[src/rtl/mux_scan_nx_pkg.sv]
// Shared constants and width helper for the scanned display multiplexer.
// The defaults are the ones the seven-segment display path uses.
package mux_scan_nx_pkg;

    localparam int DEF_WIDTH    = 8;
    localparam int DEF_CHANNELS = 4;
    localparam int DEF_SCAN_DIV = 16;

    // Index width that never collapses to zero bits, even for n == 1.
    function automatic int idx_width(input int n);
        return (n > 1) ? $clog2(n) : 1;
    endfunction

endpackage

[src/rtl/mux_next_chan.sv]
// Circular search for the next enabled channel after the current index.
// The current index itself is tried last, so a single enabled channel selects itself.
module mux_next_chan #(
    parameter int CHANNELS = 4,
    parameter int SEL_W    = 2
) (
    input  logic [CHANNELS-1:0] mask,
    input  logic [SEL_W-1:0]    cur,
    output logic [SEL_W-1:0]    nxt,
    output logic                wrap,
    output logic                none
);

    int   cand;
    logic found;

    always_comb begin
        nxt   = cur;
        found = 1'b0;
        cand  = 0;
        for (int off = 1; off <= CHANNELS; off++) begin
            cand = int'(cur) + off;
            // Two folds cover any cur below 2**SEL_W, which is under 2*CHANNELS.
            if (cand >= CHANNELS) cand = cand - CHANNELS;
            if (cand >= CHANNELS) cand = cand - CHANNELS;
            if (!found && mask[cand]) begin
                nxt   = SEL_W'(cand);
                found = 1'b1;
            end
        end
        none = (mask == '0);
        wrap = found && (nxt <= cur);
    end

endmodule

[src/rtl/mux_scan_nx.sv]
// Time-multiplexing word selector: rotates through the enabled channels with a
// fixed dwell and presents the chosen word on a registered, blankable output.
module mux_scan_nx
    import mux_scan_nx_pkg::*;
#(
    parameter int WIDTH    = DEF_WIDTH,
    parameter int CHANNELS = DEF_CHANNELS,
    parameter int SCAN_DIV = DEF_SCAN_DIV,
    parameter int SEL_W    = idx_width(CHANNELS)
) (
    input  logic                        clk,
    input  logic                        rst_n,
    input  logic [CHANNELS*WIDTH-1:0]   in_bus,
    input  logic [CHANNELS-1:0]         chan_mask,
    input  logic                        scan_en,
    input  logic                        force_en,
    input  logic [SEL_W-1:0]            force_sel,
    output logic [WIDTH-1:0]            o,
    output logic [CHANNELS-1:0]         sel_onehot,
    output logic [SEL_W-1:0]            sel_idx,
    output logic                        o_valid,
    output logic                        scan_wrap
);

    localparam int PW = idx_width(SCAN_DIV);
    localparam logic [PW-1:0]    PRE_LAST = PW'(SCAN_DIV - 1);
    localparam logic [SEL_W:0]   CH_LIM   = (SEL_W + 1)'(CHANNELS);

    logic [PW-1:0]      prescale_reg;
    logic [WIDTH-1:0]   words [CHANNELS];
    logic [SEL_W-1:0]   next_idx;
    logic               next_wrap;
    logic               none_enabled;
    logic               blank;
    logic               force_ok;

    genvar gi;
    generate
        for (gi = 0; gi < CHANNELS; gi++) begin : g_words
            assign words[gi] = in_bus[gi*WIDTH +: WIDTH];
        end
    endgenerate

    mux_next_chan #(
        .CHANNELS (CHANNELS),
        .SEL_W    (SEL_W)
    ) u_next (
        .mask (chan_mask),
        .cur  (sel_idx),
        .nxt  (next_idx),
        .wrap (next_wrap),
        .none (none_enabled)
    );

    assign force_ok = ({1'b0, force_sel} < CH_LIM);
    assign blank    = !force_en && (none_enabled || !chan_mask[sel_idx]);

    // Prescaler and select index.
    always_ff @(posedge clk or negedge rst_n) begin
        if (!rst_n) begin
            prescale_reg <= '0;
            sel_idx      <= '0;
            scan_wrap    <= 1'b0;
        end else if (force_en) begin
            prescale_reg <= '0;
            scan_wrap    <= 1'b0;
            if (force_ok) sel_idx <= force_sel;
        end else if (scan_en) begin
            if (prescale_reg == PRE_LAST) begin
                prescale_reg <= '0;
                if (!none_enabled) begin
                    sel_idx   <= next_idx;
                    scan_wrap <= next_wrap;
                end else begin
                    scan_wrap <= 1'b0;
                end
            end else begin
                prescale_reg <= prescale_reg + 1'b1;
                scan_wrap    <= 1'b0;
            end
        end else begin
            scan_wrap <= 1'b0;
        end
    end

    // Output register follows sel_idx and in_bus one clock later, paused or not.
    always_ff @(posedge clk or negedge rst_n) begin
        if (!rst_n) begin
            o          <= '0;
            sel_onehot <= '0;
            o_valid    <= 1'b0;
        end else if (blank) begin
            o          <= '0;
            sel_onehot <= '0;
            o_valid    <= 1'b0;
        end else begin
            o          <= words[sel_idx];
            sel_onehot <= CHANNELS'(1) << sel_idx;
            o_valid    <= 1'b1;
        end
    end

endmodule

[config.mk]
export PLATFORM = sky130hd
export DESIGN_NAME = mux_scan_nx
export DESIGN_NICKNAME = d
export VERILOG_FILES = /design/src/rtl/mux_scan_nx_pkg.sv /design/src/rtl/mux_next_chan.sv /design/src/rtl/mux_scan_nx.sv
export SDC_FILE = /design/constraint.sdc
export NUM_CORES = 1
export LEC_CHECK = 0
export ABC_AREA = 0
export BUFFER_PORTS_ARGS = -buffer_cell sky130_fd_sc_hd__clkbuf_2
export CAP_MARGIN = 25
export CORE_MARGIN = 3
export CORE_UTILIZATION = 45
export DETAILED_ROUTE_END_ITERATION = 10
export PLACE_DENSITY_LB_ADDON = 0.15
export SLEW_MARGIN = 10
export SYNTH_ARGS = -nofsm -noshare
export SYNTH_HDL_FRONTEND = slang
export SYNTH_HIERARCHICAL = 1
export SYNTH_SLANG_ARGS = --single-unit
export TNS_END_PERCENT = 30
[constraint.sdc]
create_clock -name clk -period 1.9 [get_ports clk]
set_input_delay 0.19 -clock clk [delete_from_list [all_inputs] [get_ports clk]]
set_output_delay 0.19 -clock clk [all_outputs]
set_load 0.005 [all_outputs]
==> run summary <==
STATUS
-----------------------------------------------------------------------------------------------
Run status                                                                         complete, no violations

STA
-----------------------------------------------------------------------------------------------
Final hold viol count                                                                         0
Final Cycle Share                                                                         98.8%
Max Freq                                                                                533 MHz
Number of endpoints failing setup at the final stage                                          0
Unrepaired setup endpoints after global routing                                             yes
Final-report max-slew violation count                                                         0
Slew Limit Headroom                                                                       67.1%
Worst Clk Skew                                                                       0.00705 ns
Tmin final                                                                              1.88 ns
Worst Tran Pin Value                                                                   0.493 ns

PLACE
-----------------------------------------------------------------------------------------------
Detailed placement HPWL                                                                 2.12 mm
Quantity of I/O buffers inserted on ports                                                    57
RD Place Congestion                                                                       0.864

WORST SETUP PATH
-----------------------------------------------------------------------------------------------
CP max-delay cell                                                                  sky130_fd_sc_hd__dfrtp_2
Highest fanout seen on the critical path                                                      9
Number of stages on the worst setup path                                                      8
Critical path class                                                                     reg2reg
Kind of cell adding the most delay to the critical path                            compound AO/OA/AOI/OAI gates
WP buf/inv                                                                                    1
R2R depth                                                                                     8
Data required time at the worst endpoint                                                2.12 ns
Cell breakdown of the critical path                                                inv_1, a31oi_1, a21oi_2, ha_1, a21o_1, a21oi_2, nand3_1, nor4_2
Element type at the critical path start                                                register
Delay of the slowest cell on the worst path                                             0.46 ns
Most used cell along the critical path                                             sky130_fd_sc_hd__a21oi_2
Type of destination of the critical path                                               register
Arrival time of data at the critical path endpoint                                      2.10 ns

CLOCK TREE
-----------------------------------------------------------------------------------------------
Clock tree from TritonCTS                                                                 built
CTS buffer count                                                                              3
TritonCTS Sinks                                                                              20
CTS Buffer Depth                                                                              2
Root buf cell                                                                      sky130_fd_sc_hd__clkbuf_4
Clock input transition at the sequential cells of the worst setup and hold paths        0.11 ns
Later-pin clock latency in the skew report                                              0.31 ns
H-tree depth reported by CTS                                                                  1

SYNTHESIS
-----------------------------------------------------------------------------------------------
Netlist Area Pre-Place                                                                 1160 um2
Sequential-to-total area share from yosys stat                                            43.3%
Async S/R FF share, synth                                                                  100%
Number of enable flip-flop cells after synthesis                                              0
Warnings, synthesis                                                                           6
Distinct cell type count of the synthesized netlist                                          28
Nets in the synthesized netlist                                                             142
Post-Synthesis Mean Instance Area                                                      11.9 um2
Cells after Synth                                                                            97
Primary flip-flop cell chosen by synthesis mapping                                 sky130_fd_sc_hd__dfrtp_1
Number of synthesized register bits                                                          20

ROUTE
-----------------------------------------------------------------------------------------------
Total Wirelength                                                                        2.84 mm
DR iter-0 viols                                                                              22
DRC violation count after routing                                                             0
Number of iterations in the first detailed-routing pass                                       4
Final antenna-violating net count                                                             0
Routed vias                                                                               1,002
Via density per instance                                                                   5.27
Wire length per cell                                                                    14.9 um

FINISH
-----------------------------------------------------------------------------------------------
Commonest non-fill, non-tap cells in the layout                                    57 x sky130_fd_sc_hd__clkbuf_2, 18 x sky130_fd_sc_hd__dfrtp_1, 10 x sky130_fd_sc_hd__nor2b_1
Fraction of final layout cells sized beyond drive strength 1                              58.0%
Number of flip-flops under the largest register name                                          8
Layout net count                                                                            208
Share of the core filled with cells in the final layout                                   69.7%
Antenna Diode Count                                                                           0
Layout-stage area growth over the synthesis result                                        39.7%
Most common library cell in the layout ignoring fill and taps                      sky130_fd_sc_hd__clkbuf_2

GLOBAL ROUTE
-----------------------------------------------------------------------------------------------
Number of antenna violations at the first check in global routing                             0
Vias in the first global route                                                            1,058
Total grt overflow                                                                            0
Maximum number of pins on one net before global-route repair                                 21
Wire length of the first global-routing pass                                            4.50 mm
Tot GR Track Use                                                                          18.2%

FLOORPLANNING
-----------------------------------------------------------------------------------------------
Area of the core region                                                                2320 um2
Num rows                                                                                     17
Top-level I/O count                                                                          58
DIE WIDTH                                                                               56.7 um
Total die area                                                                         3210 um2
Initial standard-cell utilization of the core                                             49.9%
Die Span Y                                                                              56.7 um

PWR
-----------------------------------------------------------------------------------------------
Maximum vdd ir drop                                                                    0.619 mV
Leakage power total                                                                    0.798 nW
Total power consumption of the routed design                                            1.49 mW
Power density over cell area                                                         925 nW/um2

WORST HOLD PATH
-----------------------------------------------------------------------------------------------
Hold WC Path Type                                                                        in2reg
Hold path cells                                                                               3

FLOW RUN
-----------------------------------------------------------------------------------------------
Number of max-cap violations                                                                  0

## through the flow
stage               cells  hold slack (ns)  setup slack [ns]  TNS [ns]  instance area, um2
floorplan              97           -0.106             0.161         0                1160
global placement      183            0.169             0.181         0                1490
detailed placement    183            0.183            0.0933         0                1490
CTS                   188            0.199            0.0718         0                1550
global route          190            0.235            -0.122    -0.122                1620
finish                190            0.230            0.0234         0                1620
## cell families (layout without fill, tap and decap cells)
family	Yosys count	after routing	synth area share, %
buffers and inverters	8	73	3.35
AND/OR/NAND/NOR	34	34	16.3
AO/OA/AOI/OAI	14	14	8.66
XOR/XNOR	1	1	0.758
adder cells (fa/ha/maj)	3	3	3.25
multiplexers	17	17	24.3
flip-flops	20	20	43.3
## worst reg2reg max path, delay by kind of cell, from the launching register on
kind                       cells  cell delay [ns]
adders and majority gates      1             0.31
AOI/OAI and AO/OA              4             0.56
DFF                            1             0.46
and+or+nand+nor                2             0.36
buffers and inverters          1             0.10
## report_power, final
group	internal (mW)	switching (mW)	total (mW)	leakage (nW)
clock	0.213	0.137	0.351	0.0279
sequential	0.508	0.0440	0.552	0.253
combinational	0.330	0.261	0.592	0.517
## cell type report
class / count / area [um2]
Fill cell: 187 / 703
Timing Repair Buffer: 65 / 348
Clock buffer: 3 / 22.5
Sequential cell: 20 / 503
Multi-Input combinational cell: 69 / 662
Clock inverter: 1 / 30.0
Tap cell: 28 / 35.0
Inverter: 4 / 15.0
## cells in the mapped netlist, drive strengths merged (2+ instances only)
cell type | instances | area share (%)
or3 | 2 | 1.1
nor2 | 5 | 1.6
nor2b | 10 | 5.4
nor3b | 3 | 1.9
nand2 | 5 | 1.6
nor4 | 2 | 1.1
mux2 | 6 | 6.2
mux2i | 3 | 2.6
dfrtp | 20 | 43
inv | 4 | 1.3
buf | 3 | 1.7
a21oi | 8 | 3.5
ha | 3 | 3.2
a31oi | 2 | 1.1
nand2b | 2 | 1.1
mux4 | 8 | 16
nor3 | 3 | 1.3
## path summary, 6_finish.rpt
kind | slack [ns] | from | to
min reg2reg | 0.60 | prescale_reg[1] | prescale_reg[1]
max in group asynchronous | 1.17 | rst_n | sel_idx[1]
max | 0.02 | sel_idx[0] | scan_wrap
max reg2reg | 0.02 | sel_idx[0] | scan_wrap
min in group asynchronous | 0.37 | rst_n | o[7]
min | 0.23 | scan_en | scan_wrap
## layer usage
metal	vias up	global-route usage, %	share of wire (%)
met4	0	7.46	2.7
met5	-	0	0
met2	29	34.0	55
li1	490	-	-
met3	9	5.06	4.8
met1	474	18.6	37
## what timing repair did
action	in CTS	in global routing
hold endpoints to repair	20	0
gates resized for setup	0	15
hold buffers	1	0
setup endpoints to repair	0	1
buffers inserted	0	2
Note: power is estimated with default switching activity, not from simulation.
